File: config.mk
export PLATFORM = sky130hd
export DESIGN_NAME = pipe_ctrl
export DESIGN_NICKNAME = d
export VERILOG_FILES = /design/src/rtl/pipe_ctrl.sv
export SDC_FILE = /design/constraint.sdc
export NUM_CORES = 1
export LEC_CHECK = 0
export CAP_MARGIN = 20
export CORE_MARGIN = 2
export CORE_UTILIZATION = 43
export DETAILED_ROUTE_END_ITERATION = 8
export PLACE_DENSITY = 0.84
export SLEW_MARGIN = 25
export SYNTH_ARGS = -nofsm -noshare
export SYNTH_HDL_FRONTEND = slang
export SYNTH_SLANG_ARGS = --single-unit
File: constraint.sdc
create_clock -name clk -period 2.3 [get_ports clk]
set_clock_uncertainty 0.1 [all_clocks]
set_input_delay 0.345 -clock clk [delete_from_list [all_inputs] [get_ports clk]]
set_output_delay 0.345 -clock clk [all_outputs]
set_load 0.02 [all_outputs]
File: src/rtl/pipe_ctrl.sv
// pipe_ctrl: pipeline control unit for the five-stage core.
//
// Builds the per-stage hold vector from the IF/ID/MEM stall requests and
// sequences the PC redirect after an EX-stage taken branch. If an
// instruction fetch is still outstanding when the branch is accepted, the
// redirect waits until that fetch returns, and the fetch is flagged for
// discard in the meantime.
//
// Optional feature macro: PIPE_PERF_EN (adds saturating performance counters).
//
// Ports:
//   clk            in   single clock
//   rst            in   synchronous, active-high reset
//   if_stall_req   in   IF cannot accept/produce an instruction
//   id_stall_req   in   load-use hazard in ID
//   mem_stall_req  in   MEM access not complete
//   ex_b_flag_i    in   EX resolved a taken branch/jump this cycle
//   ex_b_target_i  in   branch target, valid with ex_b_flag_i
//   if_busy_i      in   instruction fetch outstanding
//   stall_state    out  per-stage hold vector [0]PC [1]IF [2]ID [3]EX [4]MEM [5]WB
//   pc_redirect_o  out  one-cycle pulse: PC loads pc_target_o
//   pc_target_o    out  registered redirect target
//   if_discard_o   out  returning fetch must be dropped
//   stall_cycles_o out  (PIPE_PERF_EN) cycles with stall_state != 0, saturating
//   flush_cnt_o    out  (PIPE_PERF_EN) accepted branches, saturating

module pipe_ctrl #(
  parameter int unsigned STALL_W = 6
) (
  input  logic               clk,
  input  logic               rst,
  input  logic               if_stall_req,
  input  logic               id_stall_req,
  input  logic               mem_stall_req,
  input  logic               ex_b_flag_i,
  input  logic [31:0]        ex_b_target_i,
  input  logic               if_busy_i,
  output logic [STALL_W-1:0] stall_state,
  output logic               pc_redirect_o,
  output logic [31:0]        pc_target_o,
  output logic               if_discard_o
`ifdef PIPE_PERF_EN
  ,
  output logic [31:0]        stall_cycles_o,
  output logic [31:0]        flush_cnt_o
`endif
);

  localparam logic [STALL_W-1:0] STALL_MEM  = STALL_W'(6'b011111);
  localparam logic [STALL_W-1:0] STALL_ID   = STALL_W'(6'b000111);
  localparam logic [STALL_W-1:0] STALL_IF   = STALL_W'(6'b000011);
  localparam logic [STALL_W-1:0] HOLD_PC_IF = STALL_W'(6'b000011);

  typedef enum logic [1:0] {
    IDLE       = 2'd0,
    WAIT_FETCH = 2'd1,
    REDIRECT   = 2'd2
  } state_e;

  state_e      state_q, state_d;
  logic [31:0] pc_target_q, pc_target_d;
  logic        accept;
  logic [STALL_W-1:0] base_stall;

  // Branch is taken up only from IDLE and only when MEM is not stalling;
  // under a MEM stall EX is held and the flag re-presents next cycle.
  assign accept = (state_q == IDLE) && ex_b_flag_i && !mem_stall_req;

  always_comb begin
    base_stall = '0;
    if (mem_stall_req) begin
      base_stall = STALL_MEM;
    end else if (id_stall_req && !accept) begin
      // The branch flush already removes the ID instruction, so a
      // load-use hazard in the accept cycle must not hold the pipe.
      base_stall = STALL_ID;
    end else if (if_stall_req) begin
      base_stall = STALL_IF;
    end
  end

  // PC and IF stay frozen from the accept until the redirect pulse.
  assign stall_state = base_stall | ((state_q != IDLE) ? HOLD_PC_IF : '0);

  always_comb begin
    state_d     = state_q;
    pc_target_d = pc_target_q;
    unique case (state_q)
      IDLE: begin
        if (accept) begin
          pc_target_d = ex_b_target_i;
          state_d     = if_busy_i ? WAIT_FETCH : REDIRECT;
        end
      end
      WAIT_FETCH: begin
        if (!if_busy_i) begin
          state_d = REDIRECT;
        end
      end
      REDIRECT: begin
        state_d = IDLE;
      end
      default: begin
        state_d = IDLE;
      end
    endcase
  end

  always_ff @(posedge clk) begin
    if (rst) begin
      state_q     <= IDLE;
      pc_target_q <= '0;
    end else begin
      state_q     <= state_d;
      pc_target_q <= pc_target_d;
    end
  end

  // Moore decodes of the state register: both clear together with reset.
  assign pc_redirect_o = (state_q == REDIRECT);
  assign if_discard_o  = (state_q == WAIT_FETCH);
  assign pc_target_o   = pc_target_q;

`ifdef PIPE_PERF_EN
  logic [31:0] stall_cycles_q, stall_cycles_d;
  logic [31:0] flush_cnt_q, flush_cnt_d;

  always_comb begin
    stall_cycles_d = stall_cycles_q;
    flush_cnt_d    = flush_cnt_q;
    if ((|stall_state) && (stall_cycles_q != '1)) begin
      stall_cycles_d = stall_cycles_q + 32'd1;
    end
    if (accept && (flush_cnt_q != '1)) begin
      flush_cnt_d = flush_cnt_q + 32'd1;
    end
  end

  always_ff @(posedge clk) begin
    if (rst) begin
      stall_cycles_q <= '0;
      flush_cnt_q    <= '0;
    end else begin
      stall_cycles_q <= stall_cycles_d;
      flush_cnt_q    <= flush_cnt_d;
    end
  end

  assign stall_cycles_o = stall_cycles_q;
  assign flush_cnt_o    = flush_cnt_q;
`endif

endmodule

# Yosys cells after proc, flatten, opt, wreduce, memory -nomap -nowiden
# Cells that the tools add are included.
dict set report word_totals {
  elab_cells 24
  latchBits 0
  inputBits 39
  reg_bits 34
  ramBits 0
  memories 0
  output_inout_bits 40
  rom_bits 0
}
dict set report op_classes {
  n_shift 0
  div_mod_pow 0
  add_sub_neg 0
  n_bitwise 1
  magnitude_cmp 0
  n_reduce_logical 9
  n_mux 8
  eq_ne 4
  mul 0
}
# cell n
set ops {}
lappend ops {{$mux W2} 5}
lappend ops {{$or A6 B2 Y6} 1}
lappend ops {{$mux W5} 1}
lappend ops {{$ne A2 B2 Y1 const B} 2}
lappend ops {{$pmux W2 S2} 1}
lappend ops {{$reduce_and A2 Y1} 2}
lappend ops {{$logic_and A1 B1 Y1} 3}
lappend ops {{$mux W3} 1}
lappend ops {{$eq A2 B1 Y1 const B} 1}
lappend ops {{$eq A2 B2 Y1 const B} 1}
lappend ops {{$logic_not A1 Y1} 2}
lappend ops {{$logic_not A2 Y1} 1}
lappend ops {{$reduce_bool A2 Y1} 1}

# Depth between registers and ports, before layout
# Gate-level depths: netlist (run 1).
dict set report depth {
  ltp_word 8
  ltp_mapped 4
  ltp_nobuf 2
}

# Least setup slack after synthesis (run 1)
# Ideal clock, no wire load.
dict set report synth_path {
  path_kind {input to output}
  from {input id_stall_req}
  to {output stall_state[1]}
  stages 3
  setup_slack_ns 0.692
  arrival_time_ns 1.163
  required_ns 1.855
  cell_sequence {inv_1 -> o21ai_0 -> buf_4}
}
dict set report synth_via {
  elab_chain_len 4
}
# element line
set synth_rtl {}
lappend synth_rtl {{start: declaration} 33} ;# input logic id_stall_req,
lappend synth_rtl {{$logic_and A1 B1 Y1} 73} ;# end else if (id_stall_req && !accept) begin
lappend synth_rtl {{$mux W3} 73}
lappend synth_rtl {{$mux W5} 71} ;# if (mem_stall_req) begin
lappend synth_rtl {{$or A6 B2 Y6} 83} ;# assign stall_state = base_stall | ((state_q != IDLE) ? HOLD_PC_IF : '0);
lappend synth_rtl {{end: declaration} 38} ;# output logic [STALL_W-1:0] stall_state,
# No other way between the ends.

# Final worst setup path (run 1)
dict set report layout_path {
  from {input mem_stall_req}
  to {output stall_state[2]}
}
dict set report layout_via {
  elab_chain_len 7
}
# element line
set layout_rtl {}
lappend layout_rtl {{start: declaration} 34} ;# input logic mem_stall_req,
lappend layout_rtl {{$logic_not A1 Y1} 67} ;# assign accept = (state_q == IDLE) && ex_b_flag_i && !mem_stall_req;
lappend layout_rtl {{$logic_and A1 B1 Y1} 67}
lappend layout_rtl {{$logic_not A1 Y1} 73}
lappend layout_rtl {{$logic_and A1 B1 Y1} 73}
lappend layout_rtl {{$mux W3} 73}
lappend layout_rtl {{$mux W5 (*)} 71}
lappend layout_rtl {{$or A6 B2 Y6 (*)} 83}
# Every way passes the cells marked *; elsewhere a longest branch is shown, timed or not.

==> results.cfg, run 1 <==
[route]
ant_nets = 0
first_iter_violations = 42
num_vias = 1262
wl_per_cell_um = 11.79
drt_first_pass_iters = 2
drc = 0
avgViaCountPerCell = 4.507
totalWireLength_mm = 3.302

[synth]
synthAdderAreaFrac_pct = 0
synth_xor_xnor_area_share_pct = 0
syn_area_per_cell_um2 = 10.17
syn_area_um2 = 1617
ys_seq_elements = 34
yosys.area_share.simple_pct = 28.33
ys_seq_area_share_pct = 42.11
synth.top_cell.area_share_pct = 42.11
synthCells = 159
yosys-top-cells-area = dfxtp_1, nand2b_1, mux2i_1
synth_compound_area_share_pct = 1.393
synth_nets = 198
synth.largest_area_cell = dfxtp_1
synth.distinct_cells = 18
synthMuxAreaShare_pct = 19.81
synth_warnings = 0
synth_top_family_by_area = simple AND/OR/NAND/NOR gates

[placed_design]
postPlaceCellArea_um2 = 2359
io_buffers = 77
hpwl_mm = 2.367
gp_congestion = 0.7962

[clocking]
tritoncts = built
cts_buffer_depth = 2
numCtsBuffers = 5
clkTransAtPathRegs_ns = 0.06
clkSinkCount = 34
cts_root_buf = clkbuf_8
cts_max_level = 2
clkLatencyLatePin_ns = 0.27

[power_and_ir_drop]
power_mw = 1.331
power_density_nw_per_um2 = 545.5
p_leak_nw = 0.9186
peakVddDrop_v = 0.0003707

[floorplan]
initial_core_util_pct = 44.49
die_y_um = 65.32
dieArea_um2 = 4266
io_pins = 79
die_w_um = 65.32
rows = 22
core_area_um2 = 3633

[grt]
grt_pass1_wl_mm = 5.361
grt_usage_pct = 16.41
grt_max_degree = 41
grt_pass1_vias = 1214
antenna_found_initial = 0
overflow = 0

[critical_path]
critPathMaxFanout = 4
critPathLaunchType = input pin
rr_worst_depth = 3
required_ns = 1.86
crit_type = in -> out
end_kind = output pin
cp.arrival_ns = 1.76

[hold_path]
hold_path.class = reg -> reg
min_path_cells = 2

[layout]
final_common_cell = clkdlybuf4s50_1
area_growth_syn_to_layout_pct = 50.93
fin_nets = 271
final_cell_mix = clkdlybuf4s50_1, nand2b_1, dfxtp_1, mux2i_1, clkbuf_8
diodes = 0
post-route-cell-area_um2 = 2440
drive_above_1_share_pct = 4.310

[timing]
drv_slew = 0
slew_headroom_pct = 63.58
hold_viol = 0
max_freq_ghz = 0.4545
fin_crit_sh_pct = 95.66
grt_setup_unrepaired = no
setup_viol = 0
min_period_ns = 2.200
tightest_slew_ns = 0.5462
tns_ns = 0

[job]
drv_cap = 0

[status]
outcome = completed
[worst max-delay path: stages]
cell and delay [ns]:
clkdlybuf4s50_1 0.51, nor4b_4 0.29, nor2_1 0.08, clkdlybuf4s50_1 0.54
[worst paths after layout]
kind                    from               to  slack (ns)
max            mem_stall_req   stall_state[2]         0.1
min          pc_target_o[30]  pc_target_o[30]        0.37
max reg2reg       state_q[1]  pc_target_o[21]        0.65
min reg2reg  pc_target_o[30]  pc_target_o[30]        0.37
[cell families (layout without fill, tap and decap cells)]
kind of cell    Yosys count  count (layout)
compound gates            3               3
buf+inv                  16              89
flops                    34              34
mux                      32              32
other cells               1               1
simple gates             73              73
[routing by layer]
| layer | vias to the layer above | routed length (um) | GRT usage (%) |
|---|---|---|---|
| li1 | 647 | - | - |
| met1 | 573 | 1367 | 17.20 |
| met2 | 40 | 1699 | 30.23 |
| met3 | 2 | 202 | 4.795 |
| met4 | 0 | 34 | 7.031 |
| met5 | - | 0 | 0 |
[through the flow]
| step | hold WS [ns] | util, % | instances | setup slack (ns) |
|---|---|---|---|---|
| after global routing | 0.3901 | 67.15 | 280 | 0.06495 |
| after floorplan | 0.3784 | - | 159 | 0.6924 |
| final | 0.3709 | 67.15 | 280 | 0.09982 |
| after CTS | 0.3752 | 67.01 | 280 | 0.02720 |
| after global placement | 0.3578 | 64.91 | 273 | 0.09801 |
| after detailed placement | 0.3637 | 64.91 | 273 | 0.02526 |
[area by class of cell]
class                   instances  area, um^2
repair buffers                 81       805.8
fillers                       328        1194
flip-flops and latches         34       680.7
inverters                       1       3.754
well taps                      48       60.06
clock buffers                   7       76.32
multi-input cells             109       813.3
[repair_timing]
action / CTS / global route
buffers inserted: 0 / 0
gates resized for setup: 0 / 2
hold endpoints to repair: 0 / 0
endpoints found under the setup margin: 0 / 2
hold buffers: 0 / 0
[report_power, final]
group	internal (mW)	switching, mW	total [mW]
clock network	0.208	0.193	0.401
logic	0.172	0.121	0.292
registers	0.620	0.0171	0.637
[sequential cells by signal, indices dropped and copies added, names as in the netlist]
| signal | count |
|---|---|
| state_q | 2 |
| pc_target_o | 32 |
[synth_stat cells (all sizes together)]
cell,number
conb,1
nor4,1
mux2i,32
nand2b,64
nor2,3
o21ai,1
and2b,1
dfxtp,34
o211a,1
nor4b,1
o21a,1
clkbuf,7
nor2b,2
inv,1
nor3,1
buf,8
Note: power is estimated with default switching activity, not from simulation.
==> run 2, diff against run 1 <==
Settings changed: CORE_UTILIZATION 43 to 25, PLACE_DENSITY 0.84 to default.
==> run 2 against run 1 <==
Clock power rose by 2%. Total power rose by 0.37%. Count of clock-buffer cells in the layout did not move. Critical endpoint unchanged. Sequential share of layout area fell by 0.20 points. Critical path depth did not move. Combinational power barely moved. Sequential cell count did not move. First-iteration DRC count fell by 36%.
==> results.cfg, run 2 (synthesized netlist as in run 1, its figures left out) <==
[critical_path]
crit_type = in -> out
rr_worst_depth = 3
cp.arrival_ns = 1.76
critPathMaxFanout = 6
required_ns = 1.86
critPathLaunchType = input pin
reg2reg_from = state_q[1]
rrSetupSlack_ns = 0.64
end_kind = output pin
r2r_end = pc_target_o[17]

[floorplan]
die_y_um = 84.41
die_w_um = 84.41
core_area_um2 = 6314
initial_core_util_pct = 25.60
dieArea_um2 = 7125
rows = 29
io_pins = 79

[route]
totalWireLength_mm = 3.366
ant_nets = 0
num_vias = 1235
first_iter_violations = 27
wl_per_cell_um = 10.96
drc = 0
avgViaCountPerCell = 4.023
drt_first_pass_iters = 4

[clocking]
clkLatencyLatePin_ns = 0.28
tritoncts = built
cts_max_level = 2
cts_setup_buffers = 0
numCtsBuffers = 5
cts_root_buf = clkbuf_8
clkTransAtPathRegs_ns = 0.06
cts_buffer_depth = 2
clkSinkCount = 34

[layout]
area_growth_syn_to_layout_pct = 52.01
final_common_cell = clkdlybuf4s50_1
fin_nets = 269
largest_reg_flops = 32
final-seq-area_um2 = 680.7
multi_input_area_um2 = 813.3
drive_above_1_share_pct = 3.478
diodes = 0
final_cell_mix = clkdlybuf4s50_1, nand2b_1, dfxtp_1, mux2i_1, clkbuf_8
post-route-cell-area_um2 = 2457
fillers = 642
finalCoreUtilization_pct = 38.92

[job]
drv_cap = 0

[timing]
slew_headroom_pct = 61.41
min_period_ns = 2.202
setup_viol = 0
grt_setup_unrepaired = no
tns_ns = 0
hold_slack_ns = 0.3719
hold_viol = 0
max_freq_ghz = 0.4541
drv_slew = 0
tightest_slew_ns = 0.5789
timing.final.ws_setup_ns = 0.09762
fin_crit_sh_pct = 95.76

[grt]
grt_pass1_wl_mm = 5.837
grt_usage_pct = 10.07
overflow = 0
grt_pass1_vias = 1268
antenna_found_initial = 0
grt_max_degree = 67

[placed_design]
postPlaceCellArea_um2 = 2380
hpwl_mm = 2.265
gp_congestion = 0.7100
post-place-ws_ns = 0.001916
io_buffers = 77

[hold_path]
min_to = pc_target_o[12]
min_path_cells = 2
hold_path.class = reg -> reg
min_from = pc_target_o[12]

[status]
outcome = completed

[power_and_ir_drop]
power_density_nw_per_um2 = 543.6
peakVddDrop_v = 0.0002115
p_leak_nw = 0.9053
==> run 2: cell types whose count changed in the layout (fill, tap and decap cells not counted), sizes merged <==
| cell | before | now |
|---|---|---|
| dlygate4sd2 | 0 | 1 |
| dlymetal6s2s | 2 | 1 |
| buf | 4 | 2 |
==> run 2: per-layer routing <==
layer	up-vias	GRT usage, %	part of all wire (%)
li1	642	-	-
met1	541	12.01	45
met2	47	16.52	46
met3	5	4.031	7.7
met4	0	3.463	1.5
met5	-	0	0
==> run 2: worst max path at each step <==
stage	startpoint	endpoint	slack, ns	depth (start not counted)
finish	mem_stall_req	stall_state[2]	0.1	4
detailed placement	mem_stall_req	stall_state[0]	0.002	4
global placement	mem_stall_req	stall_state[0]	0.03	4
global route	mem_stall_req	stall_state[2]	0.06	4
CTS	mem_stall_req	stall_state[1]	0.009	4
floorplan	id_stall_req	stall_state[1]	0.69	3
==> run 2: power breakdown <==
part | leakage (nW) | internal [mW] | switching (mW) | total [mW]
clock | 0.0383 | 0.208 | 0.202 | 0.410
combinational | 0.589 | 0.169 | 0.120 | 0.289
sequential | 0.278 | 0.620 | 0.0171 | 0.637
total | 0.905 | 0.998 | 0.338 | 1.34
==> run 2: timing repair <==
item                                   CTS  global route
gates cloned                             0             0
endpoints found under the hold margin    0             0
setup endpoints to repair                1             1
resized for setup                        1             1
hold buffers                             0             0
pin swaps                                0             0
==> run 2: through the flow <==
step	std cells	power, mW
after global placement	300	0.9424
after floorplan	159	0.8079
after global routing	307	1.410
final	307	1.336
after CTS	307	1.364
after detailed placement	300	0.9433
==> run 2: layout make-up <==
type / instances / area share, %
multi-input cells: 109 / 33.10
clock buffers: 7 / 3.106
inverters: 1 / 0.1527
repair buffers: 79 / 32.03
well taps: 77 / 3.921
flip-flops and latches: 34 / 27.70
==> run 2: worst max-delay path, stage by stage <==
cell             delay [ns]
clkdlybuf4s50_1        0.52
nor4b_4                0.28
nor2_1                 0.07
clkdlybuf4s50_1        0.54
